[config.mk]
export PLATFORM = sky130hd
export DESIGN_NAME = i2c_prog_master
export DESIGN_NICKNAME = d
export VERILOG_FILES = /design/src/rtl/i2c_prog_master.sv
export SDC_FILE = /design/constraint.sdc
export NUM_CORES = 1
export LEC_CHECK = 0
export ABC_AREA = 1
export BUFFER_PORTS_ARGS = -buffer_cell sky130_fd_sc_hd__buf_2
export CAP_MARGIN = 0
export CORE_MARGIN = 2
export CORE_UTILIZATION = 30
export DETAILED_ROUTE_END_ITERATION = 8
export PLACE_DENSITY_LB_ADDON = 0.08
export SLEW_MARGIN = 15
export SYNTH_ARGS = -nofsm -noshare
export SYNTH_HDL_FRONTEND = slang
export SYNTH_SLANG_ARGS = --single-unit
export TNS_END_PERCENT = 50
[constraint.sdc]
create_clock -name clk -period 1.8 [get_ports clk]
set_input_delay 0.18 -clock clk [delete_from_list [all_inputs] [get_ports clk]]
set_output_delay 0.18 -clock clk [all_outputs]
set_load 0.005 [all_outputs]
[src/rtl/i2c_prog_master.sv]
// rtl/i2c_prog_master.sv - single-byte I2C write master, quarter-tick bit timing.
// Define I2C_MASTER_READ_EN to allow rw=1 single-byte reads into rdata.
module i2c_prog_master #(
    parameter int CLK_DIV = 250
) (
    input  logic       clk,
    input  logic       rst_n,
    input  logic       start,
    input  logic       rw,
    input  logic [6:0] addr,
    input  logic [7:0] wdata,
    output logic       busy,
    output logic       done,
    output logic       ack_err,
    output logic [7:0] rdata,
    output logic       scl_o,
    output logic       sda_o,
    output logic       sda_oe,
    input  logic       sda_i
);
    typedef enum logic [2:0] {
        S_IDLE, S_START, S_ADDR, S_ACK1, S_DATA, S_ACK2, S_STOP
    } state_t;

    localparam logic [15:0] DIV_LAST = 16'(CLK_DIV - 1);

    state_t      state_q, state_d;
    logic [15:0] cnt_q, cnt_d;
    logic [1:0]  qtr_q, qtr_d;
    logic [2:0]  bit_q, bit_d;
    logic [7:0]  sh_q, sh_d;
    logic [7:0]  wdata_q, wdata_d;
    logic [7:0]  rdata_q, rdata_d;
    logic        rd_q, rd_d;
    logic        ack_err_q, ack_err_d;
    logic        done_q, done_d;
    logic        rw_eff;
    logic        tick, slot_end, sample;

`ifdef I2C_MASTER_READ_EN
    assign rw_eff = rw;
`else
    logic unused_rw;
    assign unused_rw = rw;
    assign rw_eff    = 1'b0;
`endif

    assign tick     = (cnt_q == DIV_LAST);
    assign slot_end = tick && (qtr_q == 2'd3);
    // SDA is sampled on the edge where SCL rises (q1 -> q2)
    assign sample   = tick && (qtr_q == 2'd1);

    always_comb begin
        state_d   = state_q;
        cnt_d     = cnt_q;
        qtr_d     = qtr_q;
        bit_d     = bit_q;
        sh_d      = sh_q;
        wdata_d   = wdata_q;
        rdata_d   = rdata_q;
        rd_d      = rd_q;
        ack_err_d = ack_err_q;
        done_d    = 1'b0;
        if (state_q == S_IDLE) begin
            cnt_d = 16'd0;
            qtr_d = 2'd0;
            bit_d = 3'd0;
            // done_q blocks a start coinciding with the done pulse
            if (start && !done_q) begin
                state_d   = S_START;
                sh_d      = {addr, rw_eff};
                wdata_d   = wdata;
                rd_d      = rw_eff;
                ack_err_d = 1'b0;
            end
        end else begin
            cnt_d = tick ? 16'd0 : cnt_q + 16'd1;
            if (tick) qtr_d = qtr_q + 2'd1;
            case (state_q)
                S_ACK1:  if (sample && sda_i) ack_err_d = 1'b1;
                S_ACK2:  if (sample && sda_i && !rd_q) ack_err_d = 1'b1;
                S_DATA:  if (sample && rd_q) sh_d = {sh_q[6:0], sda_i};
                default: ;
            endcase
            if (slot_end) begin
                case (state_q)
                    S_START: state_d = S_ADDR;
                    S_ADDR: begin
                        sh_d  = {sh_q[6:0], 1'b0};
                        bit_d = bit_q + 3'd1;
                        if (bit_q == 3'd7) state_d = S_ACK1;
                    end
                    S_ACK1: begin
                        if (ack_err_q) begin
                            state_d = S_STOP;
                        end else begin
                            state_d = S_DATA;
                            sh_d    = wdata_q;
                        end
                    end
                    S_DATA: begin
                        if (!rd_q) sh_d = {sh_q[6:0], 1'b0};
                        bit_d = bit_q + 3'd1;
                        if (bit_q == 3'd7) begin
                            state_d = S_ACK2;
`ifdef I2C_MASTER_READ_EN
                            if (rd_q) rdata_d = sh_q;
`endif
                        end
                    end
                    S_ACK2:  state_d = S_STOP;
                    S_STOP: begin
                        state_d = S_IDLE;
                        done_d  = 1'b1;
                    end
                    default: state_d = S_IDLE;
                endcase
            end
        end
    end

    always_comb begin
        scl_o  = 1'b1;
        sda_oe = 1'b0;
        case (state_q)
            S_START: begin
                scl_o  = (qtr_q != 2'd3);
                sda_oe = qtr_q[1];
            end
            S_ADDR: begin
                scl_o  = qtr_q[1];
                sda_oe = ~sh_q[7];
            end
            S_DATA: begin
                scl_o  = qtr_q[1];
                sda_oe = rd_q ? 1'b0 : ~sh_q[7];
            end
            S_ACK1, S_ACK2: scl_o = qtr_q[1];
            S_STOP: begin
                scl_o  = qtr_q[1];
                sda_oe = (qtr_q != 2'd3);
            end
            default: ;
        endcase
    end

    always_ff @(posedge clk or negedge rst_n) begin
        if (!rst_n) begin
            state_q   <= S_IDLE;
            cnt_q     <= 16'd0;
            qtr_q     <= 2'd0;
            bit_q     <= 3'd0;
            sh_q      <= 8'h00;
            wdata_q   <= 8'h00;
            rdata_q   <= 8'h00;
            rd_q      <= 1'b0;
            ack_err_q <= 1'b0;
            done_q    <= 1'b0;
        end else begin
            state_q   <= state_d;
            cnt_q     <= cnt_d;
            qtr_q     <= qtr_d;
            bit_q     <= bit_d;
            sh_q      <= sh_d;
            wdata_q   <= wdata_d;
            rdata_q   <= rdata_d;
            rd_q      <= rd_d;
            ack_err_q <= ack_err_d;
            done_q    <= done_d;
        end
    end

    assign busy    = (state_q != S_IDLE);
    assign done    = done_q;
    assign ack_err = ack_err_q;
    assign rdata   = rdata_q;
    assign sda_o   = 1'b0;
endmodule

==> Yosys cells after proc, flatten, opt, wreduce, memory -nomap -nowiden <==
Index checks and enable logic that the tools add are counted.
Widths: inputs -> output; s select.
{ "op_classes": {"addsub": 3, "n_mul": 0, "div": 0, "n_lt_le_gt_ge": 0, "eq_ne": 17, "n_shift": 0, "n_mux": 28, "bitwise": 1, "reduce_logical": 20} }
{ "ops": {"columns": ["operator", "n"], "rows": [
  ["$mux 16", 2],
  ["$mux 8", 4],
  ["$mux 3", 8],
  ["$add 16x1->16 const B", 1],
  ["$eq 16x8->1 const B", 1],
  ["$pmux 8 s2", 1],
  ["$ne 3x3->1 const B", 5],
  ["$pmux 3 s5", 1],
  ["$eq 3x3->1 const B", 4],
  ["$reduce_and 4->1", 3],
  ["$reduce_bool 3->1", 3],
  ["$mux 1", 7],
  ["$eq 3x2->1 const B", 2],
  ["$mux 2", 3],
  ["$reduce_bool 2->1", 3],
  ["$reduce_or 5->1", 1],
  ["$logic_and 1x1->1", 4],
  ["$reduce_and 2->1", 2],
  ["$reduce_or 2->1", 2],
  ["$add 3x1->3 const B", 1],
  ["$eq 3x1->1 const B", 1],
  ["$logic_not 3->1", 1],
  ["$pmux 1 s3", 1],
  ["$add 2x1->2 const B", 1],
  ["other kinds (7)", 7]
]} }
{ "word_totals": {"reg_bits": 42, "latchBits": 0, "ramBits": 0, "mem_bits_ro": 0, "input_bits": 20, "memories": 0} }

==> Depth between registers and ports, before layout <==
Gate-level depths: netlist (run 1).
{ "logic_depth": {"ltp_word": 6, "mapped_depth": 11, "depth_no_buf": 11} }

==> Worst setup path after synthesis (run 1) <==
Ideal clock, no wire load.
{ "synth_timing": {"path_type": "register to register", "startpoint": "register state_q[0]", "endpoint": "register state_q[1]", "setup_ns": 0.117, "arrival_time_ns": 1.289, "t_required_ns": 1.683, "slack_ns": 0.394, "stages_incl_launch_ff": 7, "n_path_buf": 2, "period_less_slack_ns": 1.406, "path_cell_list": "dfrtp_1 buf_4 nor3_4 o21ai_1 buf_2 nand4_1 nand2_1"} }
{ "synth_between": {"elab_chain_len": 4} }
{ "synth_rtl": {"columns": ["element", "line_no", "text"], "rows": [
  ["from (decl)", "27", "state_t state_q, state_d;"],
  ["from (signal assigned)", "160", "state_q <= state_d;"],
  ["$eq 3x3->1 (tied with other cells)", "86", "case (state_q)"],
  ["$pmux 3 s5", "86", null],
  ["$mux 3", "85", "if (slot_end) begin"],
  ["$mux 3", "64", "if (state_q == S_IDLE) begin"]
]} }
Several ways; a longest one is shown, not always the timed one. The select of a mux whose other input is x is not followed.
A chain may end at the register's enable or synchronous reset.

==> Worst setup path after layout (run 1) <==
{ "layout_timing": {"startpoint": "register state_q[1]", "endpoint": "output port scl_o"} }
{ "layout_between": {"elab_chain_len": 3} }
{ "layout_rtl": {"columns": ["element", "line_no", "text"], "rows": [
  ["$eq 3x3->1 or $eq 3x2->1 (tied branches)", "125", "case (state_q)"],
  ["$reduce_or 5->1 (no source line)", null, null],
  ["$pmux 1 s2 *", "125", null],
  ["to (decl)", "16", "output logic scl_o,"]
]} }
Mark *: on every way between the ends. The rest lies on a longest branch, timed or not.

==> flow_metrics.py, run 1 <==
metrics = {
    "run_status": {
        "status": "completed",
    },
    "grt": {
        "antenna_violations_before_repair": 0,
        "pin_count_of_the_biggest_net_entering_global_routing": 22,
        "vias_in_the_first_global_route": 1918,
        "grt_usage": 0.146,
        "gr-total-overflow": 0,
        "first_pass_grt_wire_length_um": 9720,
    },
    "yosys": {
        "mappedNetlistArea_um2": 2340,
        "mean_instance_size_in_the_synthesized_netlist_um2": 7.76,
        "post_synth_num_cell_types": 31,
        "sequential_fraction_of_the_synthesis_area": 0.450,
        "yosys_register_bits": 42,
        "synthesized_instance_count": 301,
        "synthesis.yosys.warnings": 0,
    },
    "layout": {
        "fillCellCount": 861,
        "final_layout_size_suffix_gt1_frac": 0.194,
        "syn2layout_area_growth_pct": 18.3,
        "antenna_cells": 0,
        "most-common-layout-cells": "97 x sky130_fd_sc_hd__nand2_1, 40 x sky130_fd_sc_hd__nor2_1, 40 x sky130_fd_sc_hd__dfrtp_1",
        "final_net_count": 367,
        "final_area_um2": 2770,
        "most_common_library_cell_in_the_layout_ignoring_fill_and_taps": "sky130_fd_sc_hd__nand2_1",
        "final_core_utilization": 0.362,
    },
    "critical_path": {
        "crit_path_max_fanout": 4,
        "worstSetupStartpoint": "state_q[1]$_DFFE_PN0P_",
        "timing.critical_path.from_type": "register",
        "rr_worst_depth": 9,
        "worstPathRequired_ns": 1.62,
        "timing_worst_setup_path_type": "register to output pin",
        "worstReg2RegStart": "cnt_q[0]$_DFF_PN0_",
        "worst_setup_path_end_kind": "output pin",
        "critical_path_data_arrival_time_ns": 1.50,
        "reg2reg_setup_slack_ns": 0.21,
    },
    "floorplanning": {
        "core_um2": 7650,
        "chipHeight_um": 92.3,
        "floorplan.die.width_um": 92.3,
        "num_io_pins": 34,
        "floorplan.rows": 32,
        "initial_core_util": 0.306,
        "design.die.area_um2": 8510,
    },
    "cts": {
        "clkLatencyLatePin_ns": 0.29,
        "clock_tree.htree_level_count": 2,
        "cts.root.buffer_cell": "sky130_fd_sc_hd__clkbuf_8",
        "tritoncts.num_buffers": 5,
        "cts.reportedPaths.clkPinSlew_ns": 0.09,
        "cts_tree": "done",
        "cts.sinks": 42,
        "clock_tree.buffer_depth": 2,
    },
    "timing": {
        "final.period_utilization": 0.931,
        "finalCriticalPeriod_ns": 1.68,
        "postLayoutSetupSlackWorst_ns": 0.124,
        "timing_worst_slew_pin_value_ns": 0.516,
        "timing_max_transition_violations_final": 0,
        "finalSetupTns_ns": 0,
        "final-hold-violation-count": 0,
        "hold_slack_ns": 0.0791,
        "worst_slew_margin_rel": 0.656,
        "grt_setup_unrepaired": "no",
        "finalClockSkew_ns": 0.00980,
        "report.final.setup_viol": 0,
        "fmaxAchievable_mhz": 597,
    },
    "place": {
        "port-buffer-count": 23,
        "worst_slack_placed_ns": 0.150,
        "place_area_um2": 2610,
        "dp_hpwl_um": 4180,
        "globalplace.congestion": 0.791,
    },
    "worst_hold_path": {
        "holdPathStages": 3,
        "hp-class": "primary input to register",
        "holdCritStartpoint": "wdata[5]",
    },
    "drt": {
        "drt-initial-drc-count": 106,
        "first_pass_iteration_count_of_the_detailed_router": 4,
        "postRouteAntennaNets": 0,
        "route.detailed.drc": 0,
        "vias": 1977,
        "wl_per_cell_um": 12.7,
        "wl_um": 5630,
        "route.detailed.vias_per_inst": 4.46,
    },
    "power_and_ir_drop": {
        "cellPowerDensity_nw_per_um2": 1400,
        "worst_ir_drop_vdd_mv": 0.444,
        "total_leakage_power_uw": 0.00141,
    },
    "flow_run": {
        "drv.max_cap_violation_count": 0,
    },
}
## layout make-up
| class | count | area (um2) | share of cell area |
|---|---|---|---|
| tap | 102 | 128 | 0.0462 |
| multi-input combinational | 231 | 1150 | 0.415 |
| clock buffer | 6 | 82.6 | 0.0299 |
| clock inverter | 1 | 30.0 | 0.0109 |
| sequential | 42 | 1050 | 0.381 |
| inverter | 21 | 78.8 | 0.0285 |
| timing repair buffer | 40 | 245 | 0.0887 |
## flip-flops by register name, summed over array words and instances (netlist names)
signal,flops
sh_q,8
wdata_q,8
done,1
cnt_q,16
qtr_q,2
state_q,3
bit_q,3
ack_err,1
## routing by layer
metal  vias to the layer above  wire length (um)  track usage
li1                       1030                 -            -
met1                       903              3000        0.213
met2                        38              2380        0.218
met3                         6               180       0.0304
met4                         0                72       0.0410
met5                         -                 0            0
## synth_stat cells
library cell | n | area share
sky130_fd_sc_hd__or2_2 | 2 | 0.0054
sky130_fd_sc_hd__nor3_2 | 1 | 0.0043
sky130_fd_sc_hd__nor2_1 | 40 | 0.064
sky130_fd_sc_hd__nand3_2 | 2 | 0.0086
sky130_fd_sc_hd__o21ai_4 | 1 | 0.0070
sky130_fd_sc_hd__or2_4 | 1 | 0.0037
sky130_fd_sc_hd__xnor2_1 | 2 | 0.0075
sky130_fd_sc_hd__clkinv_1 | 1 | 0.0016
sky130_fd_sc_hd__nor3_1 | 5 | 0.011
sky130_fd_sc_hd__o21ai_1 | 4 | 0.0086
sky130_fd_sc_hd__and3_1 | 1 | 0.0027
sky130_fd_sc_hd__o21a_1 | 2 | 0.0064
sky130_fd_sc_hd__nand2_1 | 98 | 0.16
sky130_fd_sc_hd__inv_2 | 2 | 0.0032
sky130_fd_sc_hd__dfrtp_1 | 42 | 0.45
sky130_fd_sc_hd__o21ai_0 | 3 | 0.0064
sky130_fd_sc_hd__xor2_1 | 6 | 0.022
sky130_fd_sc_hd__a22oi_1 | 1 | 0.0032
sky130_fd_sc_hd__nor3_4 | 1 | 0.0070
sky130_fd_sc_hd__buf_4 | 12 | 0.039
sky130_fd_sc_hd__nand2_2 | 4 | 0.011
sky130_fd_sc_hd__inv_1 | 18 | 0.029
sky130_fd_sc_hd__buf_2 | 3 | 0.0064
sky130_fd_sc_hd__o21ai_2 | 1 | 0.0037
sky130_fd_sc_hd__nor3b_1 | 1 | 0.0032
sky130_fd_sc_hd__nand4_1 | 14 | 0.037
sky130_fd_sc_hd__o221ai_1 | 1 | 0.0037
sky130_fd_sc_hd__conb_1 | 1 | 0.0016
sky130_fd_sc_hd__ha_1 | 6 | 0.032
sky130_fd_sc_hd__a21oi_1 | 3 | 0.0064
sky130_fd_sc_hd__nand3_1 | 22 | 0.047
## critical path, stage by stage (launching register included)
cell	delay, ns
sky130_fd_sc_hd__dfrtp_2	0.42
sky130_fd_sc_hd__inv_2	0.08
sky130_fd_sc_hd__nand2_1	0.09
sky130_fd_sc_hd__nand2_2	0.09
sky130_fd_sc_hd__or2_2	0.28
sky130_fd_sc_hd__a22oi_2	0.12
sky130_fd_sc_hd__buf_2	0.13
## cell families after synthesis
logic type,count (synthesis),synth area share
xor gates and xnor gates,8,0.0300
AOI/OAI and AO/OA,16,0.0455
buffers and inverters,36,0.0787
and+or+nand+nor,192,0.362
DFF,42,0.450
adders and majority gates,6,0.0321
other,1,0.00160
## metrics by stage
step                total power (uW)  instances
floorplan                       2530        309
global route                    4280        443
finish                          3880        443
CTS                             3920        443
detailed placement              3090        433
global placement                3090        433
## worst paths after layout
path / endpoint
worst max-delay path: scl_o
max in group asynchronous: wdata_q[7]$_DFFE_PN0P_
min in group asynchronous: ack_err$_DFFE_PN0P_
worst min register to register: wdata_q[2]$_DFFE_PN0P_
worst min-delay path: wdata_q[5]$_DFFE_PN0P_
worst max register to register: cnt_q[6]$_DFF_PN0_
## power by group
part / leakage (uW) / total [uW] / internal (uW) / switching, uW
logic: 0.000801 / 1730 / 658 / 1070
clock network: 0.0000573 / 774 / 444 / 330
registers: 0.000552 / 1380 / 1200 / 179
## what timing repair did
item	in CTS	in global routing
resized for setup	2	4
hold buffers	1	0
setup buffers	2	0
setup endpoints to repair	1	10
gates cloned	0	0
endpoints found under the hold margin	18	0
(Power assumes the default switching activity.)
==> inputs of run 2 (changes only) <==
--- a/config.mk
+++ b/config.mk
@@ -9,7 +9,8 @@
 export BUFFER_PORTS_ARGS = -buffer_cell sky130_fd_sc_hd__buf_2
 export CAP_MARGIN = 0
 export CORE_MARGIN = 2
-export CORE_UTILIZATION = 30
+export CORE_UTILIZATION = 39
+export CTS_CLUSTER_SIZE = 40
 export DETAILED_ROUTE_END_ITERATION = 8
 export PLACE_DENSITY_LB_ADDON = 0.08
 export SLEW_MARGIN = 15
==> flow_metrics.py, run 2 (synthesized netlist as in run 1, its figures left out) <==
metrics = {
    "power_and_ir_drop": {
        "power.share.clock": 0.177,
        "report.power.total_uw": 3720,
        "total_switching_power_uw": 1560,
        "intPower_uw": 2160,
        "sw_frac_of_total": 0.420,
        "cellPowerDensity_nw_per_um2": 1380,
        "power_frac_seq": 0.376,
        "worst_ir_drop_vdd_mv": 0.644,
        "total_leakage_power_uw": 0.00140,
        "power_share_of_the_combinational_group": 0.447,
    },
    "drt": {
        "wl_met3_um": 267,
        "route.detailed.vias_per_inst": 4.77,
        "wl_um": 5220,
        "first_pass_iteration_count_of_the_detailed_router": 4,
        "top_layer": "met4",
        "drt-initial-drc-count": 125,
        "route.detailed.drc": 0,
        "vias": 1990,
        "postRouteAntennaNets": 0,
        "m1WireLength_um": 2760,
        "wl_per_cell_um": 12.5,
        "total_met2_wirelength_after_detailed_routing_um": 2140,
    },
    "cts": {
        "cts_tree": "done",
        "clkLatencyLatePin_ns": 0.30,
        "clock_tree.buffer_depth": 2,
        "cts.root.buffer_cell": "sky130_fd_sc_hd__clkbuf_8",
        "tritoncts.num_buffers": 5,
        "cts.sinks": 42,
        "cts.reportedPaths.clkPinSlew_ns": 0.09,
        "clock_tree.htree_level_count": 2,
    },
    "timing": {
        "finalCriticalPeriod_ns": 1.71,
        "grt_setup_unrepaired": "yes",
        "final-hold-violation-count": 0,
        "final.period_utilization": 0.951,
        "worst_slew_margin_rel": 0.648,
        "timing_max_transition_violations_final": 0,
        "hold_slack_ns": 0.0724,
        "finalClockSkew_ns": 0.00748,
        "postLayoutSetupSlackWorst_ns": 0.0885,
        "timing_worst_slew_pin_value_ns": 0.528,
        "report.final.setup_viol": 0,
        "fmaxAchievable_mhz": 584,
    },
    "layout": {
        "antenna_cells": 0,
        "flip_flop_count_of_the_largest_register_all_copies_and_words_added": 16,
        "syn2layout_area_growth_pct": 15.6,
        "layout.area.seq_um2": 1050,
        "final_layout_size_suffix_gt1_frac": 0.199,
        "most-common-layout-cells": "97 x sky130_fd_sc_hd__nand2_1, 40 x sky130_fd_sc_hd__nor2_1, 39 x sky130_fd_sc_hd__dfrtp_1",
        "most_common_library_cell_in_the_layout_ignoring_fill_and_taps": "sky130_fd_sc_hd__nand2_1",
        "top_regs": "cnt_q: 16 flops, sh_q: 8 flops, wdata_q: 8 flops",
        "final-instance-count-excl-fill": 417,
        "registers.top_by_ff_count": "cnt_q",
        "final_area_um2": 2700,
        "multiInputGateArea_um2": 1130,
        "fillCellCount": 630,
        "final_net_count": 367,
    },
    "critical_path": {
        "worst_setup_path_end_kind": "output pin",
        "crit_path_max_fanout": 5,
        "timing_worst_setup_path_type": "register to output pin",
        "worstReg2RegStart": "cnt_q[1]$_DFF_PN0_",
        "critical_path_data_arrival_time_ns": 1.53,
        "rr_worst_depth": 11,
        "worstPathRequired_ns": 1.62,
        "ff_to_ff_end": "sh_q[3]$_DFFE_PN0P_",
        "reg2reg_setup_slack_ns": 0.17,
        "timing.critical_path.from_type": "register",
    },
    "place": {
        "dp_hpwl_um": 3950,
        "globalplace.congestion": 0.839,
        "port-buffer-count": 23,
        "worst_slack_placed_ns": 0.172,
        "place_area_um2": 2580,
        "numPlacedInstances": 406,
    },
    "floorplanning": {
        "core_um2": 5850,
        "floorplan.die.width_um": 81.4,
        "initial_core_util": 0.399,
        "design.die.area_um2": 6630,
        "chipHeight_um": 81.4,
        "floorplan.rows": 28,
        "num_io_pins": 34,
    },
    "grt": {
        "gr-total-overflow": 0,
        "vias_in_the_first_global_route": 1829,
        "first_pass_grt_wire_length_um": 9080,
        "pin_count_of_the_biggest_net_entering_global_routing": 23,
        "grt_usage": 0.179,
        "antenna_violations_before_repair": 0,
    },
    "worst_hold_path": {
        "hp-class": "primary input to register",
        "holdCritStartpoint": "wdata[6]",
        "timing.hold.worst_endpoint": "wdata_q[6]$_DFFE_PN0P_",
        "holdPathStages": 3,
    },
    "run_status": {
        "status": "completed",
    },
    "flow_run": {
        "drv.max_cap_violation_count": 0,
    },
}
[run 2: changes by cell type in the layout (fill, tap and decap cells not counted), sizes merged]
cell      delta
bufinv       -1
clkinv       +1
clkinvlp     +1
[run 2: what timing repair did]
item                                    in CTS  in global routing
endpoints found under the setup margin       1                  8
setup buffers                                0                  2
hold buffers                                 1                  0
gates cloned                                 0                  0
gates resized for setup                      2                  4
endpoints found under the hold margin       20                  0
[run 2: cell type report]
cell class                 instances  share of cell area
inverter                          21              0.0292
tap                               75              0.0347
timing repair buffer              40              0.0907
clock inverter                     2             0.00463
sequential                        42               0.390
clock buffer                       6              0.0306
multi-input combinational        231               0.420
[run 2: power groups by stage]
| stage | combinational (uW) | clock [uW] | sequential, uW |
|---|---|---|---|
| 6_report | 1660 | 658 | 1400 |
| 5_1_grt | 1930 | 725 | 1440 |
| 4_1_cts | 1650 | 683 | 1390 |
| 3_5_place_dp | 1640 | 0 | 1410 |
| 3_3_place_gp | 1640 | 0 | 1400 |
| 2_1_floorplan | 1190 | 0 | 1340 |
[run 2: per-layer routing]
metal  vias to the layer above  global-route usage
li1                       1037                   -
met1                       896               0.285
met2                        50               0.243
met3                         7              0.0363
met4                         0              0.0458
met5                         -                   0
[run 2: how the worst max path moves through the flow]
stage | end | startpoint | depth (start not counted) | slack (ns)
final | scl_o | state_q[1]$_DFFE_PN0P_ | 6 | 0.09
after global routing | sh_q[1]$_DFFE_PN0P_ | cnt_q[1]$_DFF_PN0_ | 11 | -0.04
after CTS | scl_o | state_q[2]$_DFFE_PN0P_ | 6 | 0.01
after detailed placement | sh_q[3]$_DFFE_PN0P_ | cnt_q[1]$_DFF_PN0_ | 11 | 0.17
after global placement | sh_q[3]$_DFFE_PN0P_ | cnt_q[1]$_DFF_PN0_ | 11 | 0.20
after floorplan | state_q[1]$_DFFE_PN0P_ | state_q[0]$_DFFE_PN0P_ | 6 | 0.39
[run 2: stage by stage]
step | setup TNS [ns] | utilization
6_report | 0 | 0.462
5_1_grt | -0.113 | 0.462
4_1_cts | 0 | 0.459
3_5_place_dp | 0 | 0.440
3_3_place_gp | 0 | 0.440
2_1_floorplan | 0 | -
[run 2: worst max-delay path, stage by stage (launching register included)]
cell and delay (ns):
sky130_fd_sc_hd__dfrtp_2 0.45, sky130_fd_sc_hd__inv_2 0.09, sky130_fd_sc_hd__nand2_2 0.08, sky130_fd_sc_hd__nand2_2 0.08, sky130_fd_sc_hd__or2_2 0.27, sky130_fd_sc_hd__a22oi_1 0.13
sky130_fd_sc_hd__buf_2 0.14
